===== src/rtl/coa_seq_mac_pkg.sv =====
// Shared types and configuration for the coa_seq_mac multiply-add unit.
// Define COA_RADIX4_EN to retire two multiplier bits per cycle instead of one.
package coa_seq_mac_pkg;

  typedef enum logic [1:0] {
    IDLE = 2'd0,
    CALC = 2'd1,
    DONE = 2'd2
  } state_e;

  localparam logic COA_MODE_MAC = 1'b0;
  localparam logic COA_MODE_ACC = 1'b1;

`ifdef COA_RADIX4_EN
  localparam int unsigned RADIX_BITS = 2;
`else
  localparam int unsigned RADIX_BITS = 1;
`endif

  // Number of CALC iterations for an operand width; odd widths round up under radix-4.
  function automatic int unsigned coa_steps(input int unsigned w);
    return (w + RADIX_BITS - 1) / RADIX_BITS;
  endfunction

endpackage


===== src/rtl/coa_seq_mac_if.sv =====
// Operand and result handshake bundle for coa_seq_mac.
interface coa_seq_mac_if #(
  parameter int unsigned W = 5
);
  logic [W-1:0]   A;
  logic [W-1:0]   B;
  logic [W-1:0]   C;
  logic           mode;
  logic           valid_in;
  logic           ready_in;
  logic [2*W-1:0] D;
  logic           ovf;
  logic           valid_out;
  logic           ready_out;

  modport master (
    output A, B, C, mode, valid_in, ready_out,
    input  ready_in, D, ovf, valid_out
  );

  modport slave (
    input  A, B, C, mode, valid_in, ready_out,
    output ready_in, D, ovf, valid_out
  );
endinterface


===== src/rtl/coa_seq_mac_step.sv =====
// Single-iteration accumulate adder: one partial product into the accumulator.
module coa_seq_mac_step #(
  parameter int unsigned DW = 10
) (
  input  logic [DW-1:0] acc,
  input  logic [DW-1:0] pp,
  output logic [DW-1:0] sum_c,
  output logic          carry_c
);
  assign {carry_c, sum_c} = (DW+1)'(acc) + (DW+1)'(pp);
endmodule


===== src/rtl/coa_seq_mac.sv =====
// Iterative shift-add multiply-add: D = A*B + C, or D = A*B + D_prev in accumulate mode.
// COA_RADIX4_EN selects the two-bits-per-cycle datapath; default is radix-2.
module coa_seq_mac
  import coa_seq_mac_pkg::*;
#(
  parameter int unsigned W = 5
) (
  input logic         clk,
  input logic         rst,
  coa_seq_mac_if.slave bus
);
  localparam int unsigned DW    = 2 * W;
  localparam int unsigned STEPS = coa_steps(W);
  localparam int unsigned BW    = STEPS * RADIX_BITS;
  localparam int unsigned CW    = (STEPS > 1) ? $clog2(STEPS) : 1;

  state_e        state, state_n;
  logic [DW-1:0] acc, acc_n;
  logic [DW-1:0] d_prev, d_prev_n;
  logic [DW-1:0] mult, mult_n;
  logic [BW-1:0] mplr, mplr_n;
  logic [CW-1:0] cnt, cnt_n;
  logic          ovf_q, ovf_n;
  logic          ready_q, valid_q;
  logic [DW-1:0] pp_c, sum_c;
  logic          carry_c;
`ifdef COA_RADIX4_EN
  logic [DW-1:0] mult3, mult3_n;
`endif

  // Partial product for the multiplier digit currently at the bottom of mplr.
  always_comb begin
    pp_c = '0;
`ifdef COA_RADIX4_EN
    case (mplr[1:0])
      2'd1:    pp_c = mult;
      2'd2:    pp_c = mult << 1;
      2'd3:    pp_c = mult3;
      default: pp_c = '0;
    endcase
`else
    if (mplr[0]) pp_c = mult;
`endif
  end

  coa_seq_mac_step #(.DW(DW)) u_step (
    .acc     (acc),
    .pp      (pp_c),
    .sum_c   (sum_c),
    .carry_c (carry_c)
  );

  // Next-state and datapath update.
  always_comb begin
    state_n  = state;
    acc_n    = acc;
    ovf_n    = ovf_q;
    d_prev_n = d_prev;
    mult_n   = mult;
    mplr_n   = mplr;
    cnt_n    = cnt;
`ifdef COA_RADIX4_EN
    mult3_n  = mult3;
`endif
    unique case (state)
      IDLE: begin
        if (bus.valid_in) begin
          state_n = CALC;
          acc_n   = (bus.mode == COA_MODE_ACC) ? d_prev : DW'(bus.C);
          ovf_n   = 1'b0;
          mult_n  = DW'(bus.A);
`ifdef COA_RADIX4_EN
          mult3_n = DW'(bus.A) + (DW'(bus.A) << 1);
`endif
          mplr_n  = BW'(bus.B);
          cnt_n   = CW'(STEPS - 1);
        end
      end
      CALC: begin
        acc_n  = sum_c;
        if (carry_c) ovf_n = 1'b1;
        mult_n = mult << RADIX_BITS;
`ifdef COA_RADIX4_EN
        mult3_n = mult3 << RADIX_BITS;
`endif
        mplr_n = mplr >> RADIX_BITS;
        cnt_n  = cnt - CW'(1);
        if (cnt == '0) state_n = DONE;
      end
      DONE: begin
        if (bus.ready_out) begin
          d_prev_n = acc;
          state_n  = IDLE;
        end
      end
      default: state_n = IDLE;
    endcase
  end

  always_ff @(posedge clk) begin
    if (rst) begin
      state   <= IDLE;
      acc     <= '0;
      ovf_q   <= 1'b0;
      d_prev  <= '0;
      mult    <= '0;
      mplr    <= '0;
      cnt     <= '0;
      ready_q <= 1'b1;
      valid_q <= 1'b0;
`ifdef COA_RADIX4_EN
      mult3   <= '0;
`endif
    end else begin
      state   <= state_n;
      acc     <= acc_n;
      ovf_q   <= ovf_n;
      d_prev  <= d_prev_n;
      mult    <= mult_n;
      mplr    <= mplr_n;
      cnt     <= cnt_n;
      ready_q <= (state_n == IDLE);
      valid_q <= (state_n == DONE);
`ifdef COA_RADIX4_EN
      mult3   <= mult3_n;
`endif
    end
  end

  assign bus.ready_in  = ready_q;
  assign bus.valid_out = valid_q;
  assign bus.D         = acc;
  assign bus.ovf       = ovf_q;

endmodule

===== src/flat_wrapper.sv =====
// flat-port wrapper written by rule: the top's interface ports become plain ports
module coa_seq_mac_flat import coa_seq_mac_pkg::*;
#(
  parameter int unsigned W = 5
)
  (clk, rst, bus_A, bus_B, bus_C, bus_mode, bus_valid_in, bus_ready_out, bus_ready_in, bus_D, bus_ovf, bus_valid_out);
  coa_seq_mac_if #(.W(W)) bus_i ();
  input logic clk;
  input logic rst;
  input wire logic [$bits(bus_i.A)-1:0] bus_A;
  input wire logic [$bits(bus_i.B)-1:0] bus_B;
  input wire logic [$bits(bus_i.C)-1:0] bus_C;
  input wire logic [$bits(bus_i.mode)-1:0] bus_mode;
  input wire logic [$bits(bus_i.valid_in)-1:0] bus_valid_in;
  input wire logic [$bits(bus_i.ready_out)-1:0] bus_ready_out;
  output wire logic [$bits(bus_i.ready_in)-1:0] bus_ready_in;
  output wire logic [$bits(bus_i.D)-1:0] bus_D;
  output wire logic [$bits(bus_i.ovf)-1:0] bus_ovf;
  output wire logic [$bits(bus_i.valid_out)-1:0] bus_valid_out;
  assign bus_i.A = bus_A;
  assign bus_i.B = bus_B;
  assign bus_i.C = bus_C;
  assign bus_i.mode = bus_mode;
  assign bus_i.valid_in = bus_valid_in;
  assign bus_i.ready_out = bus_ready_out;
  assign bus_ready_in = bus_i.ready_in;
  assign bus_D = bus_i.D;
  assign bus_ovf = bus_i.ovf;
  assign bus_valid_out = bus_i.valid_out;
  coa_seq_mac #(.W(W)) u_core (.clk(clk), .rst(rst), .bus(bus_i));
endmodule

===== config.mk =====
export PLATFORM = sky130hd
export DESIGN_NAME = coa_seq_mac_flat
export DESIGN_NICKNAME = d
export VERILOG_FILES = /design/src/rtl/coa_seq_mac_pkg.sv /design/src/rtl/coa_seq_mac_if.sv /design/src/rtl/coa_seq_mac_step.sv /design/src/rtl/coa_seq_mac.sv /design/src/flat_wrapper.sv
export SDC_FILE = /design/constraint.sdc
export NUM_CORES = 1
export LEC_CHECK = 0
export ABC_AREA = 1
export BUFFER_PORTS_ARGS = -buffer_cell sky130_fd_sc_hd__clkbuf_2
export CAP_MARGIN = 20
export CORE_ASPECT_RATIO = 2
export CORE_UTILIZATION = 60
export CTS_BUF_LIST = sky130_fd_sc_hd__clkbuf_4 sky130_fd_sc_hd__clkbuf_8 sky130_fd_sc_hd__clkbuf_16
export DETAILED_ROUTE_END_ITERATION = 16
export HOLD_SLACK_MARGIN = 0.08
export PLACE_DENSITY = 0.83
export SLEW_MARGIN = 20
export SYNTH_ARGS = -nofsm -noshare
export SYNTH_HDL_FRONTEND = slang
export SYNTH_SLANG_ARGS = --single-unit

===== constraint.sdc =====
create_clock -name clk -period 3.05 [get_ports clk]
set_input_delay 0.61 -clock clk [delete_from_list [all_inputs] [get_ports clk]]
set_output_delay 0.61 -clock clk [all_outputs]
set_load 0.02 [all_outputs]

==> Word-level counts from Yosys, hierarchy flattened <==
Index checks and enable logic that the tools add are counted.
{ "totals": {"reg_bits": 43, "latchBits": 0, "mem_bits_rw": 0, "romBits": 0, "inputBits": 20, "wordCells": 40, "n_memories": 0} }
{ "op_classes": {"add_sub_neg": 2, "mul": 0, "div_mod_pow": 0, "order_cmp": 0, "n_eq_ne": 5, "shifts": 0, "mux": 17, "bitwise_logic": 0, "reduce_logical": 7} }
{ "op_table": {"columns": ["op", "n"], "rows": [
  ["two-way mux 10 bit", 4],
  ["case mux 10 bit (2 select lines)", 2],
  ["adder 10 x 10 -> 11 bit", 1],
  ["case mux 5 bit (2 select lines)", 1],
  ["two-way mux 2 bit", 3],
  ["case mux 2 bit (3 select lines)", 1],
  ["case mux 3 bit (2 select lines)", 1],
  ["two-way mux 5 bit", 1],
  ["equality test 2 bit (second input constant)", 2],
  ["logical NOT 2 bit", 2],
  ["AND reduction 2 bit", 2],
  ["logical NOT 3 bit", 1],
  ["two-way mux 3 bit", 1],
  ["AND reduction 3 bit", 1],
  ["subtractor 3 x 1 -> 3 bit (second input constant)", 1],
  ["equality test 2 x 1 -> 1 bit (second input constant)", 1],
  ["two-way mux 1 bit", 2],
  ["!= test 2 x 1 -> 1 bit (second input constant)", 1],
  ["!= test 2 bit (second input constant)", 1],
  ["case mux 1 bit (2 select lines)", 1],
  ["nonzero test 2 bit", 1]
]} }

==> Depth between registers and ports, before layout <==
Gate-level depths: netlist of the first run.
{ "logic_depth": {"word_depth": 4, "ltp_mapped": 14, "ltp_nobuf": 13} }

==> Cells and area by module <==
Synthesis of the first run repeated with hierarchy kept, for this count alone.
{ "unflattened": {"hier_cells": 378, "area_unflattened_um2": 2439.8} }
{ "modules_own_cells": {"columns": ["mod", "instances", "cells_each", "area_per_inst_um2", "seq_area_each_um2"], "rows": [
  ["coa_seq_mac", 1, 289, 1945.6, 860.8],
  ["coa_seq_mac_step", 1, 89, 494.2, 0.0]
]} }

==> Worst setup path after synthesis of the first run <==
Ideal clock, no wire load.
{ "synth_path": {"path_kind": "register to register", "startpoint": "register u_core.mplr[0]", "endpoint": "register u_core.acc[8], in the netlist u_core.bus.D[8]", "arrival_time_ps": 1898, "t_required_ps": 2931, "setup_slack_ps": 1033, "stages_incl_launch_ff": 13, "n_path_buf": 1, "synth_period_minus_slack_ps": 2017, "cell_sequence": "dfxtp_1 clkbuf_1 nand2_1 inv_1 ha_1 fa_1 nand3_1 nand3_1 nand2_1 nand2_1 or2_2 nand2_1 a21oi_1"} }
{ "synth_between": {"elab_chain_len": 3} }
{ "synth_lines": {"columns": ["item", "line", "text"], "rows": [
  ["start, declared", "coa_seq_mac.sv:21", "logic [BW-1:0] mplr, mplr_n;"],
  ["start signal, assigned", "coa_seq_mac.sv:120", "mplr <= mplr_n;"],
  ["two-way mux 10 bit", "coa_seq_mac.sv:42", "if (mplr[0]) pp_c = mult;"],
  ["adder 10 x 10 -> 11 bit", "coa_seq_mac_step.sv:10", "assign {carry_c, sum_c} = (DW+1)'(acc) + (DW+1)'(pp);"],
  ["case mux 10 bit (2 select lines)", "coa_seq_mac.sv:65", "unique case (state)"],
  ["end signal, assigned", "coa_seq_mac.sv:116", "acc <= acc_n;"],
  ["end, declared", "coa_seq_mac.sv:18", "logic [DW-1:0] acc, acc_n;"]
]} }
No other way between the ends.
A chain may end at the register's enable or synchronous reset.

==> Worst setup path in the final report of the first run <==
Same ends and word-level chain as after synthesis.

==> results of run 1 <==
-- metrics by stage --
stage | hold WS, ns | setup slack (ns) | cells | utilization
detailed placement | 0.4418 | 1.003 | 387 | 0.6736
CTS | 0.4547 | 0.9948 | 395 | 0.7048
global placement | 0.4347 | 1.036 | 387 | 0.6736
finish | 0.4520 | 0.9893 | 395 | 0.7048
floorplan | 0.4230 | 1.033 | 319 | -
global route | 0.4630 | 0.8357 | 395 | 0.7048
-- sequential cells by signal, indices dropped and copies added (netlist names) --
| register | flops |
|---|---|
| u_core.state | 2 |
| u_core.mplr | 5 |
| u_core.mult | 10 |
| u_core.d_prev | 10 |
| u_core.bus.valid_out | 1 |
| u_core.bus.D | 10 |
| u_core.bus.ovf | 1 |
| u_core.bus.ready_in | 1 |
| u_core.cnt | 3 |
-- layout make-up --
| class | instances | area (um^2) |
|---|---|---|
| multi-input cells | 217 | 1169 |
| fillers | 321 | 1065 |
| flip-flops and latches | 43 | 860.8 |
| inverters | 45 | 171.4 |
| repair buffers | 33 | 167.7 |
| clock buffers | 5 | 68.82 |
| well taps | 49 | 61.31 |
| clock inverters | 3 | 43.79 |
-- routing by layer --
metal	routed length [um]	vias to the layer above	global-route usage
met5	0	-	0
met4	268	0	0.1846
met3	162	17	0.04444
met2	3021	62	0.5649
met1	2002	989	0.2900
li1	-	1100	-
-- critical path: stages, from the launching register on --
cell	delay, ns
dfxtp_1	0.41
nand2_1	0.10
inv_1	0.04
ha_1	0.21
fa_1	0.41
nand3_1	0.10
nand3_1	0.12
nand2_1	0.09
nand2_1	0.09
or2_2	0.28
nand2_1	0.07
a21oi_1	0.05
-- cell families (layout without fill, tap and decap cells) --
kind of cell,Yosys count,after routing
fa+ha+maj,13,13
simple gates,122,122
xor+xnor,4,4
buf+inv,59,86
flops,43,43
compound gates,78,78
-- how the worst min path moves through the flow --
stage | startpoint | to | slack, ns | depth (start not counted)
3_5_place_dp | u_core.d_prev[7]$_SDFFE_PP0P_ | u_core.d_prev[7]$_SDFFE_PP0P_ | 0.44 | 2
2_1_floorplan | u_core.cnt[0]$_SDFFE_PP0P_ | u_core.cnt[0]$_SDFFE_PP0P_ | 0.42 | 1
5_1_grt | u_core.d_prev[8]$_SDFFE_PP0P_ | u_core.d_prev[8]$_SDFFE_PP0P_ | 0.46 | 2
6_report | u_core.d_prev[8]$_SDFFE_PP0P_ | u_core.d_prev[8]$_SDFFE_PP0P_ | 0.45 | 2
4_1_cts | u_core.d_prev[7]$_SDFFE_PP0P_ | u_core.d_prev[7]$_SDFFE_PP0P_ | 0.45 | 2
3_3_place_gp | u_core.d_prev[5]$_SDFFE_PP0P_ | u_core.d_prev[5]$_SDFFE_PP0P_ | 0.43 | 2
-- power by group through the flow --
stage | Sequential [mW] | Combinational [mW] | Clock [mW]
after floorplan | 0.687 | 0.221 | 0
after global placement | 0.676 | 0.313 | 0
after detailed placement | 0.679 | 0.321 | 0
after CTS | 0.665 | 0.323 | 0.451
after global routing | 0.673 | 0.363 | 0.473
final | 0.666 | 0.324 | 0.448
-- layout by cell type (no fill, tap or decap), drive strengths merged --
master and instances:
a21oi 35, inv 44, o211ai 5, clkinv 3
o21ai 20, dfxtp 43, nand3b 1, nor2 24
bufinv 1, nand2 79, nor3 3, clkbuf 37
a22oi 1, a221oi 1, nand3 11, or2 3
nand4 1, a211oi 4, o221ai 7, a31oi 5
xor2 4, fa 1, ha 12, buf 1
==> impl_results.md, run 1 <==
* Total Nets Final at 378
* Power share of the combinational group at 0.225
* Syn Nets at 352
* Number of synthesized flops with an enable pin at 0
* Clock Latency Late Sink at 0.30 ns
* DRT iter0 DRCs at 60
* DP Area at 0.002430 mm^2
* Sw Ratio at 0.3247
* Post CTS Setup Buffer Count at 0
* Fmax at 485.3 MHz
* CP endpoint kind: flip-flop
* Clk slew on worst S/H paths at 0.08 ns
* XOR/XNOR Fraction of Synth Area at 0.01537
* Sw power at 466.8 uW
* Total power at 1.438 mW
* Lkg Pwr at 1.261 nW
* Syn_area_per_cell at 7.146 um^2
* N_diodes at 0
* Slew @ Worst Pin at 0.7089 ns
* Initial antenna violation count at 0
* Async set or reset register ratio after synthesis at 0
* Internal at 970.9 uW
* Setup crit start kind: flip-flop
* Setup violations, final at 0
* Unrepaired setup endpoints after global routing: false
* Post-synth top area cell: dfxtp_1
* IO Count at 33
* Final wirelength at 5.454 mm
* First-pass GRT wire length at 8.873 mm
* Max Slew Vio Count at 0
* Synthesized area at 0.002280 mm^2
* Largest family of logic cells by synthesized area: simple AND/OR/NAND/NOR gates
* Main synth FF type: dfxtp_1
* Clock root cell: clkbuf_8
* Total track usage at 0.3027
* Vias in the first global route at 2,027
* PortBufs at 32
* Vias per cell at 5.489
* FF-to-FF path depth at 11
* Kind of critical path: flip-flop to flip-flop
* Worst relative slew slack at 0.5245
* Floorplan row count at 31
* Final Hold Viols at 0
* Tcrit/Tclk final at 0.6756
* Remaining Overflow, GRT at 0
* Final Instance Area at 0.002542 mm^2
* DR pass1 iterations at 4
* Die Width at 45.59 um
* Fraction of layout cells with a size suffix above 1 at 0.1474
* Ys Warns at 0
* Seq pwr share at 0.463
* PD cells at 565.4 mW/mm^2
* H-Tree Depth at 2
* Post-Syn Instances at 319
* # hold bufs at CTS at 0
* Worst hold path type: flip-flop to flip-flop
* Arr. time, crit path at 2.26 ns
* Clock sink count at 43
* Gpl congestion at 1.005
* Area Overhead vs Synth at 11.53%
* Reg-to-reg startpoint: u_core.mplr[0]$_SDFFE_PP0P_
* Simple logic cell fraction of the synthesized area at 0.2201
* Core Footprint at 0.003607 mm^2
* Part of the Yosys area used for sequential elements at 0.3776
* Final HPWL DP at 3.975 mm
* #FFs+latches synth at 43
* Worst Setup EP: u_core.bus.D[8]$_SDFFE_PP0P_
* Area contributors post-synth: dfxtp_1 38%, nand2_1 13%, a21oi_1 7.5%
* Worst clock skew at 0.005204 ns
* CP Launch Point: u_core.mplr[0]$_SDFFE_PP0P_
* Clock tree buffer depth at 2
* Via count at 2,168
* Drt drc at 0
* Flop-to-flop setup slack at 0.99 ns
* Synth Area in Compound Gates at 0.2025
* Post-Synth Adder-Cell Area at 0.07464
* WL per Instance at 13.81 um
* Die area at 0.004065 mm^2
* Reg2Reg Capture Point: u_core.bus.D[8]$_SDFFE_PP0P_
* Final ANT Viol Nets at 0
* Post-synth cell types at 32
* Clock power frac at 0.311
* Mux contribution to synthesized area at 0
* Worst VDD drop at 0.6686 mV
* Most frequent cell after synthesis: nand2_1
* Outcome: finished, final reports clean
* CTS Buf Count at 5
* CTS-repair resized insts at 0
* Post-synth top area share at 0.3776
* CP Max Fanout at 11
* Starting density of the core at 0.6320
* Top cells by count, synth: 77 x nand2_1, 43 x dfxtp_1, 41 x inv_1
* Fin crit period at 2.061 ns
* Critical Path RT at 3.25 ns
* Largest net degree at the start of global routing at 29
* TNS Setup at 0 ns
* Max_cap viols at 0
* Die Y-Extent at 89.17 um
* CTS tree: yes
(Power assumes the default switching activity.)
==> run 2, diff against run 1 <==
--- a/config.mk
+++ b/config.mk
@@ -5,15 +5,15 @@
 export SDC_FILE = /design/constraint.sdc
 export NUM_CORES = 1
 export LEC_CHECK = 0
-export ABC_AREA = 1
+export ABC_AREA = 0
 export BUFFER_PORTS_ARGS = -buffer_cell sky130_fd_sc_hd__clkbuf_2
 export CAP_MARGIN = 20
 export CORE_ASPECT_RATIO = 2
-export CORE_UTILIZATION = 60
+export CORE_UTILIZATION = 57
 export CTS_BUF_LIST = sky130_fd_sc_hd__clkbuf_4 sky130_fd_sc_hd__clkbuf_8 sky130_fd_sc_hd__clkbuf_16
 export DETAILED_ROUTE_END_ITERATION = 16
 export HOLD_SLACK_MARGIN = 0.08
-export PLACE_DENSITY = 0.83
+export PLACE_DENSITY = 0.8
 export SLEW_MARGIN = 20
 export SYNTH_ARGS = -nofsm -noshare
 export SYNTH_HDL_FRONTEND = slang
==> constraint.sdc (replaced) <==
create_clock -name clk -period 1.9 [get_ports clk]
set_input_delay 0.38 -clock clk [delete_from_list [all_inputs] [get_ports clk]]
set_output_delay 0.38 -clock clk [all_outputs]
set_load 0.02 [all_outputs]
==> run 2 against run 1 <==
Compared with the run above: synthesized cell count shrank 16%; die area is 5.4% higher; first-iteration DRC count grew 1.7%; via count is 3.1% lower; worst hold slack worse by 0.12 ns; highest routed layer unchanged; clock power up 65%; power is 54% higher; critical endpoint unchanged; the run now ends with negative setup slack left; routed wire length rose by 2.3%; non-clock buffer count grew 25; clock skew fell by 0.0025 ns.
==> impl_results.md, run 2 <==
* Outcome: complete, but fails checks
* Failing checks: negative setup slack
* Worst Setup EP: u_core.bus.D[8]$_SDFFE_PP0P_
* Worst hold path type: primary input to flip-flop
* PortBufs at 32
* Final ANT Viol Nets at 0
* CTS Buf Count at 5
* Vias in the first global route at 2,111
* Clk slew on worst S/H paths at 0.08 ns
* Part of the Yosys area used for sequential elements at 0.3766
* Clock power frac at 0.333
* Total track usage at 0.2760
* Clock Latency Late Sink at 0.29 ns
* Clock sink count at 43
* Die Y-Extent at 91.56 um
* DR pass1 iterations at 4
* Worst clock skew at 0.002661 ns
* Cells after DPL at 359
* Via count at 2,100
* Remaining Overflow, GRT at 0
* Commonest non-fill, non-tap cell in the layout: nor2_1
* # hold bufs at CTS at 0
* Setup crit start kind: flip-flop
* FF-to-FF path depth at 8
* Vias per cell at 5.691
* Sw power at 629.4 uW
* Fmax at 504.6 MHz
* Main synth FF type: dfxtp_1
* CP Max Fanout at 6
* Unrepaired setup endpoints after global routing: true
* Clock root cell: clkbuf_8
* Area Overhead vs Synth at 23.65%
* Starting density of the core at 0.5947
* Max_cap viols at 0
* Async set or reset register ratio after synthesis at 0
* Syn_area_per_cell at 8.530 um^2
* Largest net degree at the start of global routing at 20
* Final HPWL DP at 3.887 mm
* Die Width at 46.78 um
* PD cells at 784.4 mW/mm^2
* Setup WS post-layout at -0.08174 ns
* Lkg Pwr at 1.311 nW
* Post-synth top area cell: dfxtp_1
* Critical Path RT at 2.11 ns
* Reg-to-reg startpoint: u_core.mplr[0]$_SDFFE_PP0P_
* Post-synth cell types at 45
* Final Hold Viols at 0
* H-Tree Depth at 2
* Seq pwr share at 0.458
* Core Footprint at 0.003844 mm^2
* Most frequent cell after synthesis: nor2_1
* Internal at 1.588 mW
* Fraction of layout cells with a size suffix above 1 at 0.2830
* Drt drc at 0
* Setup violations, final at 6
* Final wirelength at 5.578 mm
* Gpl congestion at 0.9279
* #FFs+latches synth at 43
* Worst VDD drop at 0.7215 mV
* Top cells by count, synth: 52 x nor2_1, 43 x dfxtp_1, 21 x nand2_1
* Max Slew Vio Count at 0
* Area contributors post-synth: dfxtp_1 38%, nor2_1 8.5%, ha_1 6.6%
* Post-synth top area share at 0.3766
* CP endpoint kind: flip-flop
* Die area at 0.004283 mm^2
* Reg2Reg Capture Point: u_core.bus.D[8]$_SDFFE_PP0P_
* Floorplan row count at 32
* CP Launch Point: u_core.mplr[0]$_SDFFE_PP0P_
* Power share of the combinational group at 0.209
* N_diodes at 0
* Clock tree buffer depth at 2
* Synthesized area at 0.002286 mm^2
* IO Count at 33
* Worst relative slew slack at 0.6156
* Syn Nets at 301
* Non-filler instance count after layout at 369
* Flop-to-flop setup slack at -0.08 ns
* Sw Ratio at 0.2839
* Fill cells at 323
* Fin crit period at 1.982 ns
* Arr. time, crit path at 2.19 ns
* Total Nets Final at 350
* Slew @ Worst Pin at 0.5766 ns
* DRT iter0 DRCs at 61
* Ys Warns at 0
* Initial antenna violation count at 0
* Tcrit/Tclk final at 1.043
* Post-Syn Instances at 268
* WL per Instance at 15.12 um
* CTS tree: yes
* Most frequent cells in the layout: 51 x nor2_1, 42 x dfxtp_1, 32 x clkbuf_2, 26 x buf_4, 21 x nand2_1
* Total power at 2.217 mW
* Number of synthesized flops with an enable pin at 0
* Kind of critical path: flip-flop to flip-flop
* First-pass GRT wire length at 8.852 mm
run 2: layer usage:
metal | GRT usage | vias to the layer above | wire length (um)
met2 | 0.4745 | 57 | 3086
met4 | 0.1476 | 0 | 157
met1 | 0.2960 | 989 | 2149
met3 | 0.04573 | 15 | 185
met5 | 0 | - | 0
li1 | - | 1039 | -
run 2: cell families after synthesis:
group           Yosys count  synth area share
simple gates            116            0.2441
compound gates           55            0.1680
flops                    43            0.3766
buf+inv                  20           0.04816
mux                      15           0.06568
fa+ha+maj                13           0.07444
xor+xnor                  6           0.02299
run 2: final cells by class:
cell class / count / area [um^2] / share of cell area
clock buffers: 6 / 82.58 / 0.02922
clock inverters: 2 / 35.03 / 0.01239
inverters: 4 / 15.01 / 0.005312
multi-input cells: 205 / 1413 / 0.4998
flip-flops and latches: 43 / 862.1 / 0.3050
well taps: 51 / 63.81 / 0.02258
repair buffers: 58 / 355.3 / 0.1257
run 2: how the worst min path moves through the flow:
| stage | cells past startpoint | from | to | slack [ns] |
|---|---|---|---|---|
| 4_1_cts | 3 | bus_B[4] | u_core.mplr[4]$_SDFFE_PP0P_ | 0.33 |
| 5_1_grt | 3 | bus_B[2] | u_core.mplr[2]$_SDFFE_PP0P_ | 0.34 |
| 6_report | 3 | bus_B[4] | u_core.mplr[4]$_SDFFE_PP0P_ | 0.33 |
| 3_3_place_gp | 2 | u_core.bus.ovf$_SDFFE_PP0P_ | u_core.bus.ovf$_SDFFE_PP0P_ | 0.46 |
| 3_5_place_dp | 2 | u_core.bus.ovf$_SDFFE_PP0P_ | u_core.bus.ovf$_SDFFE_PP0P_ | 0.47 |
| 2_1_floorplan | 2 | u_core.cnt[1]$_SDFFE_PP0P_ | u_core.cnt[1]$_SDFFE_PP0P_ | 0.45 |
run 2: timing repair:
item,4_1_cts,5_1_grt
gates resized for setup,6,6
buffers inserted,1,1
pin swaps,6,10
endpoints found under the setup margin,5,6
run 2: worst max-delay path: stages, from the launching register on:
cell	delay, ns
dfxtp_2	0.34
and2_4	0.14
ha_4	0.15
fa_2	0.37
a211oi_4	0.31
o31ai_4	0.12
a31oi_1	0.18
xor2_1	0.09
a211oi_1	0.20
run 2: metrics by stage:
stage / TNS [ns] / utilization / instance area, um^2 / setup WS (ns) / hold WS, ns
after floorplan: -0.2020 / - / 2327 / -0.09324 / 0.4544
after global placement: -0.04131 / 0.6833 / 2626 / -0.01861 / 0.4616
after detailed placement: -0.2302 / 0.6833 / 2626 / -0.07806 / 0.4736
after CTS: -0.2332 / 0.7249 / 2786 / -0.06814 / 0.3253
after global routing: -0.9353 / 0.7354 / 2826 / -0.2036 / 0.3381
final: -0.3232 / 0.7354 / 2826 / -0.08174 / 0.3280
run 2: power by group through the flow:
stage                     sequential, mW  combinational [mW]  clock [mW]
after floorplan                     1.05               0.276           0
after global placement              1.03               0.431           0
after detailed placement            1.03               0.439           0
after CTS                           1.01               0.448       0.754
after global routing                1.02               0.511       0.781
final                               1.02               0.463       0.738
